## src/rtl/riscv_ctrl_pkg.sv

```systemverilog
// riscv_ctrl_pkg: opcodes, FSM states and mux/ALUOp encodings shared by the RV32I controllers.
package riscv_ctrl_pkg;

    localparam logic [6:0] OP_LW  = 7'b0000011;
    localparam logic [6:0] OP_SW  = 7'b0100011;
    localparam logic [6:0] OP_R   = 7'b0110011;
    localparam logic [6:0] OP_I   = 7'b0010011;
    localparam logic [6:0] OP_JAL = 7'b1101111;
    localparam logic [6:0] OP_BEQ = 7'b1100011;

    typedef enum logic [3:0] {
        S_FETCH, S_DECODE, S_MEMADR, S_MEMREAD, S_MEMWB, S_MEMWRITE,
        S_EXECUTER, S_EXECUTEI, S_ALUWB, S_BEQ, S_JAL, S_TRAP
    } state_t;

    // ALUOp values are also decoded by ALU_control
    localparam logic [1:0] ALUOP_ADD   = 2'b00;
    localparam logic [1:0] ALUOP_SUB   = 2'b01;
    localparam logic [1:0] ALUOP_FUNCT = 2'b10;

    localparam logic [1:0] RES_ALUOUT = 2'b00;
    localparam logic [1:0] RES_DATA   = 2'b01;
    localparam logic [1:0] RES_ALURES = 2'b10;

    localparam logic [1:0] SRCA_PC    = 2'b00;
    localparam logic [1:0] SRCA_OLDPC = 2'b01;
    localparam logic [1:0] SRCA_RS1   = 2'b10;

    localparam logic [1:0] SRCB_RS2  = 2'b00;
    localparam logic [1:0] SRCB_IMM  = 2'b01;
    localparam logic [1:0] SRCB_FOUR = 2'b10;

    localparam logic [1:0] IMM_I = 2'b00;
    localparam logic [1:0] IMM_S = 2'b01;
    localparam logic [1:0] IMM_B = 2'b10;
    localparam logic [1:0] IMM_J = 2'b11;

endpackage

```

## src/rtl/imm_src_dec.sv

```systemverilog
// imm_src_dec: opcode to immediate-format select; unknown opcodes fall back to I-format.
module imm_src_dec
    import riscv_ctrl_pkg::*;
(
    input  logic [6:0] op_i,
    output logic [1:0] imm_src_o
);

    assign imm_src_o = (op_i == OP_SW)  ? IMM_S :
                       (op_i == OP_BEQ) ? IMM_B :
                       (op_i == OP_JAL) ? IMM_J : IMM_I;

endmodule

```

## src/rtl/multicycle_main_ctrl.sv

```systemverilog
// multicycle_main_ctrl: Moore main control FSM for the multicycle RV32I datapath.
// Define MULTICYCLE_MAIN_CTRL_TRAP_EN to trap unsupported opcodes instead of skipping them.
module multicycle_main_ctrl
    import riscv_ctrl_pkg::*;
#(
    parameter int STATE_W = 4
) (
    input  logic       clk,
    input  logic       rst_n,
    input  logic [6:0] op,
    input  logic       zero,
    output logic       PCWrite,
    output logic       AdrSrc,
    output logic       MemWrite,
    output logic       IRWrite,
    output logic [1:0] ResultSrc,
    output logic [1:0] ALUSrcA,
    output logic [1:0] ALUSrcB,
    output logic [1:0] ALUOp,
    output logic       RegWrite,
    output logic [1:0] ImmSrc,
    output logic       illegal_instr
);

`ifdef MULTICYCLE_MAIN_CTRL_TRAP_EN
    localparam logic [STATE_W-1:0] BAD_OP_NEXT = S_TRAP;
`else
    localparam logic [STATE_W-1:0] BAD_OP_NEXT = S_FETCH;
`endif

    logic [STATE_W-1:0] state_q, state_d;
    logic branch, pc_update, ir_write, mem_write, reg_write;

    always_ff @(posedge clk or negedge rst_n) begin
        if (!rst_n) state_q <= S_FETCH;
        else        state_q <= state_d;
    end

    always_comb begin
        state_d = S_FETCH;
        case (state_q)
            S_FETCH:    state_d = S_DECODE;
            S_DECODE:   state_d = (op == OP_LW || op == OP_SW) ? S_MEMADR :
                                  (op == OP_R)   ? S_EXECUTER :
                                  (op == OP_I)   ? S_EXECUTEI :
                                  (op == OP_JAL) ? S_JAL :
                                  (op == OP_BEQ) ? S_BEQ : BAD_OP_NEXT;
            S_MEMADR:   state_d = (op == OP_LW) ? S_MEMREAD : S_MEMWRITE;
            S_MEMREAD:  state_d = S_MEMWB;
            S_EXECUTER, S_EXECUTEI, S_JAL: state_d = S_ALUWB;
`ifdef MULTICYCLE_MAIN_CTRL_TRAP_EN
            S_TRAP:     state_d = S_TRAP;
`endif
            default:    state_d = S_FETCH;
        endcase
    end

    always_comb begin
        AdrSrc    = 1'b0;
        ir_write  = 1'b0;
        mem_write = 1'b0;
        reg_write = 1'b0;
        branch    = 1'b0;
        pc_update = 1'b0;
        ResultSrc = RES_ALUOUT;
        ALUSrcA   = SRCA_PC;
        ALUSrcB   = SRCB_RS2;
        ALUOp     = ALUOP_ADD;
        case (state_q)
            S_FETCH: begin
                ir_write  = 1'b1;
                pc_update = 1'b1;
                ALUSrcB   = SRCB_FOUR;
                ResultSrc = RES_ALURES;
            end
            S_DECODE: begin
                ALUSrcA = SRCA_OLDPC;
                ALUSrcB = SRCB_IMM;
            end
            S_MEMADR: begin
                ALUSrcA = SRCA_RS1;
                ALUSrcB = SRCB_IMM;
            end
            S_MEMREAD:  AdrSrc = 1'b1;
            S_MEMWB: begin
                ResultSrc = RES_DATA;
                reg_write = 1'b1;
            end
            S_MEMWRITE: begin
                AdrSrc    = 1'b1;
                mem_write = 1'b1;
            end
            S_EXECUTER: begin
                ALUSrcA = SRCA_RS1;
                ALUOp   = ALUOP_FUNCT;
            end
            S_EXECUTEI: begin
                ALUSrcA = SRCA_RS1;
                ALUSrcB = SRCB_IMM;
                ALUOp   = ALUOP_FUNCT;
            end
            S_ALUWB:    reg_write = 1'b1;
            S_BEQ: begin
                ALUSrcA = SRCA_RS1;
                ALUOp   = ALUOP_SUB;
                branch  = 1'b1;
            end
            S_JAL: begin
                ALUSrcA   = SRCA_OLDPC;
                ALUSrcB   = SRCB_FOUR;
                pc_update = 1'b1;
            end
            default: ;
        endcase
    end

    // write enables are gated so nothing commits while reset is held
    assign PCWrite  = rst_n & ((branch & zero) | pc_update);
    assign IRWrite  = rst_n & ir_write;
    assign MemWrite = rst_n & mem_write;
    assign RegWrite = rst_n & reg_write;

`ifdef MULTICYCLE_MAIN_CTRL_TRAP_EN
    assign illegal_instr = (state_q == S_TRAP);
`else
    assign illegal_instr = 1'b0;
`endif

    imm_src_dec u_imm_src_dec (
        .op_i      (op),
        .imm_src_o (ImmSrc)
    );

endmodule

```

## config.mk

```make
export PLATFORM = sky130hd
export DESIGN_NAME = multicycle_main_ctrl
export DESIGN_NICKNAME = d
export VERILOG_FILES = /design/src/rtl/riscv_ctrl_pkg.sv /design/src/rtl/imm_src_dec.sv /design/src/rtl/multicycle_main_ctrl.sv
export SDC_FILE = /design/constraint.sdc
export NUM_CORES = 1
export LEC_CHECK = 0
export ABC_AREA = 1
export CORE_AREA = 10 10 47 49
export DETAILED_ROUTE_END_ITERATION = 16
export DIE_AREA = 0 0 57 59
export GPL_TIMING_DRIVEN = 0
export PLACE_DENSITY = 0.73
export SKIP_LAST_GASP = 1
export SYNTH_ARGS = -nofsm -noshare
export SYNTH_HDL_FRONTEND = slang
export SYNTH_SLANG_ARGS = --single-unit
export TNS_END_PERCENT = 50
```

## constraint.sdc

```tcl
create_clock -name clk -period 2.4 [get_ports clk]
set_input_delay 0.36 -clock clk [delete_from_list [all_inputs] [get_ports clk]]
set_output_delay 0.36 -clock clk [all_outputs]
set_load 0.1 [all_outputs]
```

=== Yosys cells after proc, flatten, opt, wreduce, memory -nomap -nowiden ===
Index checks and enable logic that the tools add are counted.

* Bits in latches: 0
* Bits in writable memories: 0
* Register bits: 4
* Memory bits (read-only): 0
* Output and inout port bits: 16
* Word-level logic and storage cells: 53
* Input port bits: 10
* Memories kept: 0

* Shift operators: 0
* Eq/ne operators: 16
* Reductions and logical operators: 10
* $add $sub $neg: 0
* Bitwise logic cells: 6
* Order comparisons: 0
* Multiplexer cells: 20
* Divide/modulo/power cells: 0
* Multipliers: 0

{| class="wikitable"
|+ Operators with widths
! operator !! number
|-
| 4-bit two-way mux || 5
|-
| 4-bit one-hot mux with 5 select lines || 1
|-
| 4-bit by 3-bit equality test with 1-bit output (second input constant) || 4
|-
| 2-bit one-hot mux with 2 select lines || 4
|-
| 7-bit by 6-bit equality test with 1-bit output (second input constant) || 2
|-
| 7-bit equality test (second input constant) || 2
|-
| 4-bit equality test (second input constant) || 3
|-
| 2-bit OR reduction || 5
|-
| 4-bit by 2-bit equality test with 1-bit output (second input constant) || 2
|-
| 7-bit by 2-bit equality test with 1-bit output (second input constant) || 1
|-
| 7-bit by 5-bit equality test with 1-bit output (second input constant) || 1
|-
| 1-bit two-way mux || 6
|-
| 2-bit two-way mux || 3
|-
| 3-bit OR reduction || 2
|-
| 1-bit bitwise AND || 5
|-
| 4-bit by 1-bit equality test with 1-bit output (second input constant) || 1
|-
| 4-bit logical NOT || 1
|-
| 4-bit OR reduction || 1
|-
| 3-bit two-way mux || 1
|-
| 1-bit logical OR || 1
|-
| 1-bit OR || 1
|}

=== Longest topological paths before layout ===
* Depth after elaboration: 7
* Mapped depth: 7
* Depth with buffers taken out: 7

=== Modules after synthesis ===
From an unflattened synthesis, not the netlist that was laid out.

* Cell total of the unflattened synthesis: 97
* Area total of the unflattened synthesis: 490.5 um2

{| class="wikitable"
|+ Modules (own cells, without submodules)
! module !! cells an instance !! area each (um2) !! times used !! sequential area each (um2)
|-
| multicycle_main_ctrl || 80 || 421.7 || 1 || 100.1
|-
| imm_src_dec || 17 || 68.8 || 1 || 0.0
|}

=== Least setup slack after synthesis ===
Ideal clock, no wire load.

* Path type: reg2out
* Start point: register state_q[2]
* End point: output port RegWrite
* Path buffers: 0
* Cell stages (with the launch flop): 4
* Required time: 2.040 ns
* Data arrival time: 2.835 ns
* Path slack: -0.795 ns
* Path through: dfrtp_1 > inv_1 > nand2_1 > a211oi_1

* Cells in the longest elaborated chain, start to end: 4
* Elaborated cells on any way between the ends: 5
* Classes of those cells: eq/ne (2); mux (1); bitwise (1); reduce/logical (1)

{| class="wikitable"
|+ Ends and longest elaborated chain
! item !! RTL line !! RTL
|-
| from (decl) || multicycle_main_ctrl.sv:31 || <nowiki>logic [STATE_W-1:0] state_q, state_d;</nowiki>
|-
| from (signal assigned) || multicycle_main_ctrl.sv:36 || <nowiki>else state_q <= state_d;</nowiki>
|-
| 4-bit equality test or 4-bit by 3-bit equality test with 1-bit output (tied branches) || multicycle_main_ctrl.sv:69 || <nowiki>case (state_q)</nowiki>
|-
| 2-bit OR reduction (no line) (*) || -- ||
|-
| 1-bit two-way mux (*) || multicycle_main_ctrl.sv:69 ||
|-
| 1-bit bitwise AND (*) || multicycle_main_ctrl.sv:121 || <nowiki>assign RegWrite = rst_n & reg_write;</nowiki>
|-
| to (decl) || multicycle_main_ctrl.sv:20 || <nowiki>output logic RegWrite,</nowiki>
|}

Every way passes the cells marked *; elsewhere a longest branch is shown, timed or not.

=== Worst setup path after layout ===
* Start point: register state_q[3]
* End point: output port ResultSrc[1]

* Cells in the longest elaborated chain, start to end: 2
* Elaborated cells on any way between the ends: 3
* Classes of those cells: eq/ne (1); mux (1); reduce/logical (1)

{| class="wikitable"
|+ Ends and longest elaborated chain
! item !! RTL line !! RTL
|-
| 4-bit by 3-bit equality test with 1-bit output or 4-bit logical NOT (tied branches) || multicycle_main_ctrl.sv:69 ||
|-
| 2-bit one-hot mux with 2 select lines (*) || multicycle_main_ctrl.sv:69 ||
|-
| to (decl) || multicycle_main_ctrl.sv:16 || <nowiki>output logic [1:0] ResultSrc,</nowiki>
|}

Marks and branches as above.

==> flow_summary.toml <==
[outcome]
violations = "setup timing"
outcome = "finished with violations"

[clocking]
cts_buffers = 3
clkLatencyLatePin_ps = 230
clkTransAtPathRegs_ps = 40
cts_tree = "built"
clock_sinks = 4
root_buffer = "clkbuf_4"
clockBufferDepth = 2
cts_htree_levels = 1

[floorplanning]
std_cell_rows = 14
dieArea_um2 = 3360
die_x_um = 57
die_y_um = 59
start_util_pct = 34.2
ios = 26
coreArea_um2 = 1400

[timing]
fmax_mhz = 398
rsz0062_at_grt = "yes"
worst_pin_slew_ps = 981
max_slew_margin_pct = 34.5
hold_viol = 0
setup_viol = 3
period_minus_slack_ps = 2520
hold_ws_ps = 336
fin_crit_sh_pct = 105
fin_ws_ps = -115
finClkSkew_ps = 2.41
maxSlewViolCount = 0

[global_routing]
grt_pass1_vias = 600
gr-total-overflow = 0
grt_antenna_before_repair = 0
grt_pass1_wl_um = 2290
grt_max_degree = 7
grt.total_usage_pct = 8.10

[routing]
maxUsedRoutingLayer = "met4"
viasPerCell = 4.51
drtAntennaViolNets = 0
wl_um = 1280
dr_wl_met3_um = 149
dr.pass1.iters = 2
drt_iter0_markers = 3
drc = 0
routed-via-count = 564
wl_met1_um = 520
avgRoutedWirePerCell_um = 10.3
wl_met2_um = 594

[synth]
yosys.area.top_type = "dfrtp_1"
syn_area_per_cell_um2 = 5.84
synth_cell_types = 19
syn_nets = 92
ys_seq_area_share_pct = 20.9
synth_warnings = 0
synthCells = 82
synth_seq_cells = 4
synth_top_cell_area_share_pct = 20.9
yosys-top-cells-area = "dfrtp_1 21%, nand2_1 19%, nor2_1 9.4%"
netlist_area_um2 = 479

[placed_design]
dp_hpwl_um = 1130
numPortBuffers = 24
gp_congestion = 0.802

[setup_path]
worstPathArrival_ps = 2160
path_delay_family = "buffers and inverters"
path_buf_inv = 2
timing_worst_setup_path_type = "reg -> out"
path_cells = "nor2_4, nand3_2, inv_1, clkdlybuf4s50_1"
path_max_fanout = 4
required_ps = 2040
crit_slowest_cell = "clkdlybuf4s50_1"
worstSetupStartpointType = "flip-flop"
end_kind = "primary output"
critPathMaxStageDelay_ps = 1120

[final_layout]
drive_above_1_share_pct = 26.6
diodes = 0
largest_register = "state_q"
syn_to_final_growth_pct = 62.1
nets = 121
reg_top3 = "state_q: 4 flops"
largest_reg_flops = 4
final_core_util_pct = 55.4

[pwr]
powerDensity_nw_per_um2 = 1070
leakage_nw = 0.440
ir_worst_vdd_v = 0.000371

[hold_path]
hp-class = "in -> async"

[run]
cap_viol_max_count = 0
layout by cell type, fill, tap and decap left out, drive strengths merged:
master          n
nor2           19
dlygate4sd2     1
nand2          28
inv            13
a211oi          1
dlymetal6s2s    4
clkinv          1
dfrtp           4
buf             1
clkdlybuf4s50  12
clkbuf          4
nand3           9
a21oi           2
clkdlybuf4s15   6
o21ai           3
conb            1
layout make-up:
type	instances	area (um^2)
multi-input combinational	63	319
sequential	4	100
buffer	1	7.51
clock buffer	3	22.5
inverter	14	57.6
tap	16	20.0
timing repair buffer	24	250
fill	151	624
synth_stat cells:
cell type,instances
a21oi_1,1
o21ai_0,1
nand2_2,3
a211oi_1,1
nand3_1,7
inv_2,3
conb_1,1
nand3_2,2
o21ai_1,2
nand2_1,24
buf_4,1
clkinv_4,1
dfrtp_1,4
nor2_2,5
nand2_4,1
nor2_4,2
nor2_1,12
inv_1,10
a21oi_2,1
power by group:
group,internal (mW),switching (mW)
registers,0.0784,0.0185
logic,0.141,0.511
clock network,0.0558,0.0260
logic make-up (layout without fill, tap and decap cells):
kind of cell	Yosys count	count (layout)	synth area share (%)
AOI/OAI and AO/OA	6	6	7.57
and+or+nand+nor	56	56	57.2
other	1	1	0.783
buffers and inverters	15	42	13.6
DFF	4	4	20.9
repair_timing:
| action | in CTS | in global routing |
|---|---|---|
| pin swaps | 0 | 0 |
| gates resized for setup | 19 | 6 |
| endpoints found under the setup margin | 15 | 10 |
| hold buffers | 0 | 0 |
| buffers inserted | 0 | 0 |
routing by layer:
metal | up-vias | GRT usage, %
li1 | 303 | -
met1 | 237 | 7.64
met2 | 22 | 14.3
met3 | 2 | 3.43
met4 | 0 | 5.03
met5 | - | 0
stage by stage:
step                area (um^2)  worst slack [ps]  power, mW  setup TNS [ps]  std cells
floorplan                   484              -324      0.625            -469         82
global placement            744              -413      0.762           -2060        122
detailed placement          744              -420      0.764           -2050        122
CTS                         771              -166      0.844           -1060        125
global route                777              -193      0.879            -685        125
finish                      777              -115      0.831            -236        125
worst paths after layout:
kind	from	end	slack (ps)	cells past startpoint
setup reg to reg	state_q[3]	state_q[2]	1340	5
setup / recovery	state_q[3]	ResultSrc[1]	-120	4
hold reg to reg	state_q[0]	state_q[0]	580	1
hold / removal	rst_n	state_q[0]	340	1
min in group clk	state_q[0]	state_q[0]	580	1
max in group asynchronous	rst_n	state_q[3]	1890	1
(Power assumes the default switching activity.)
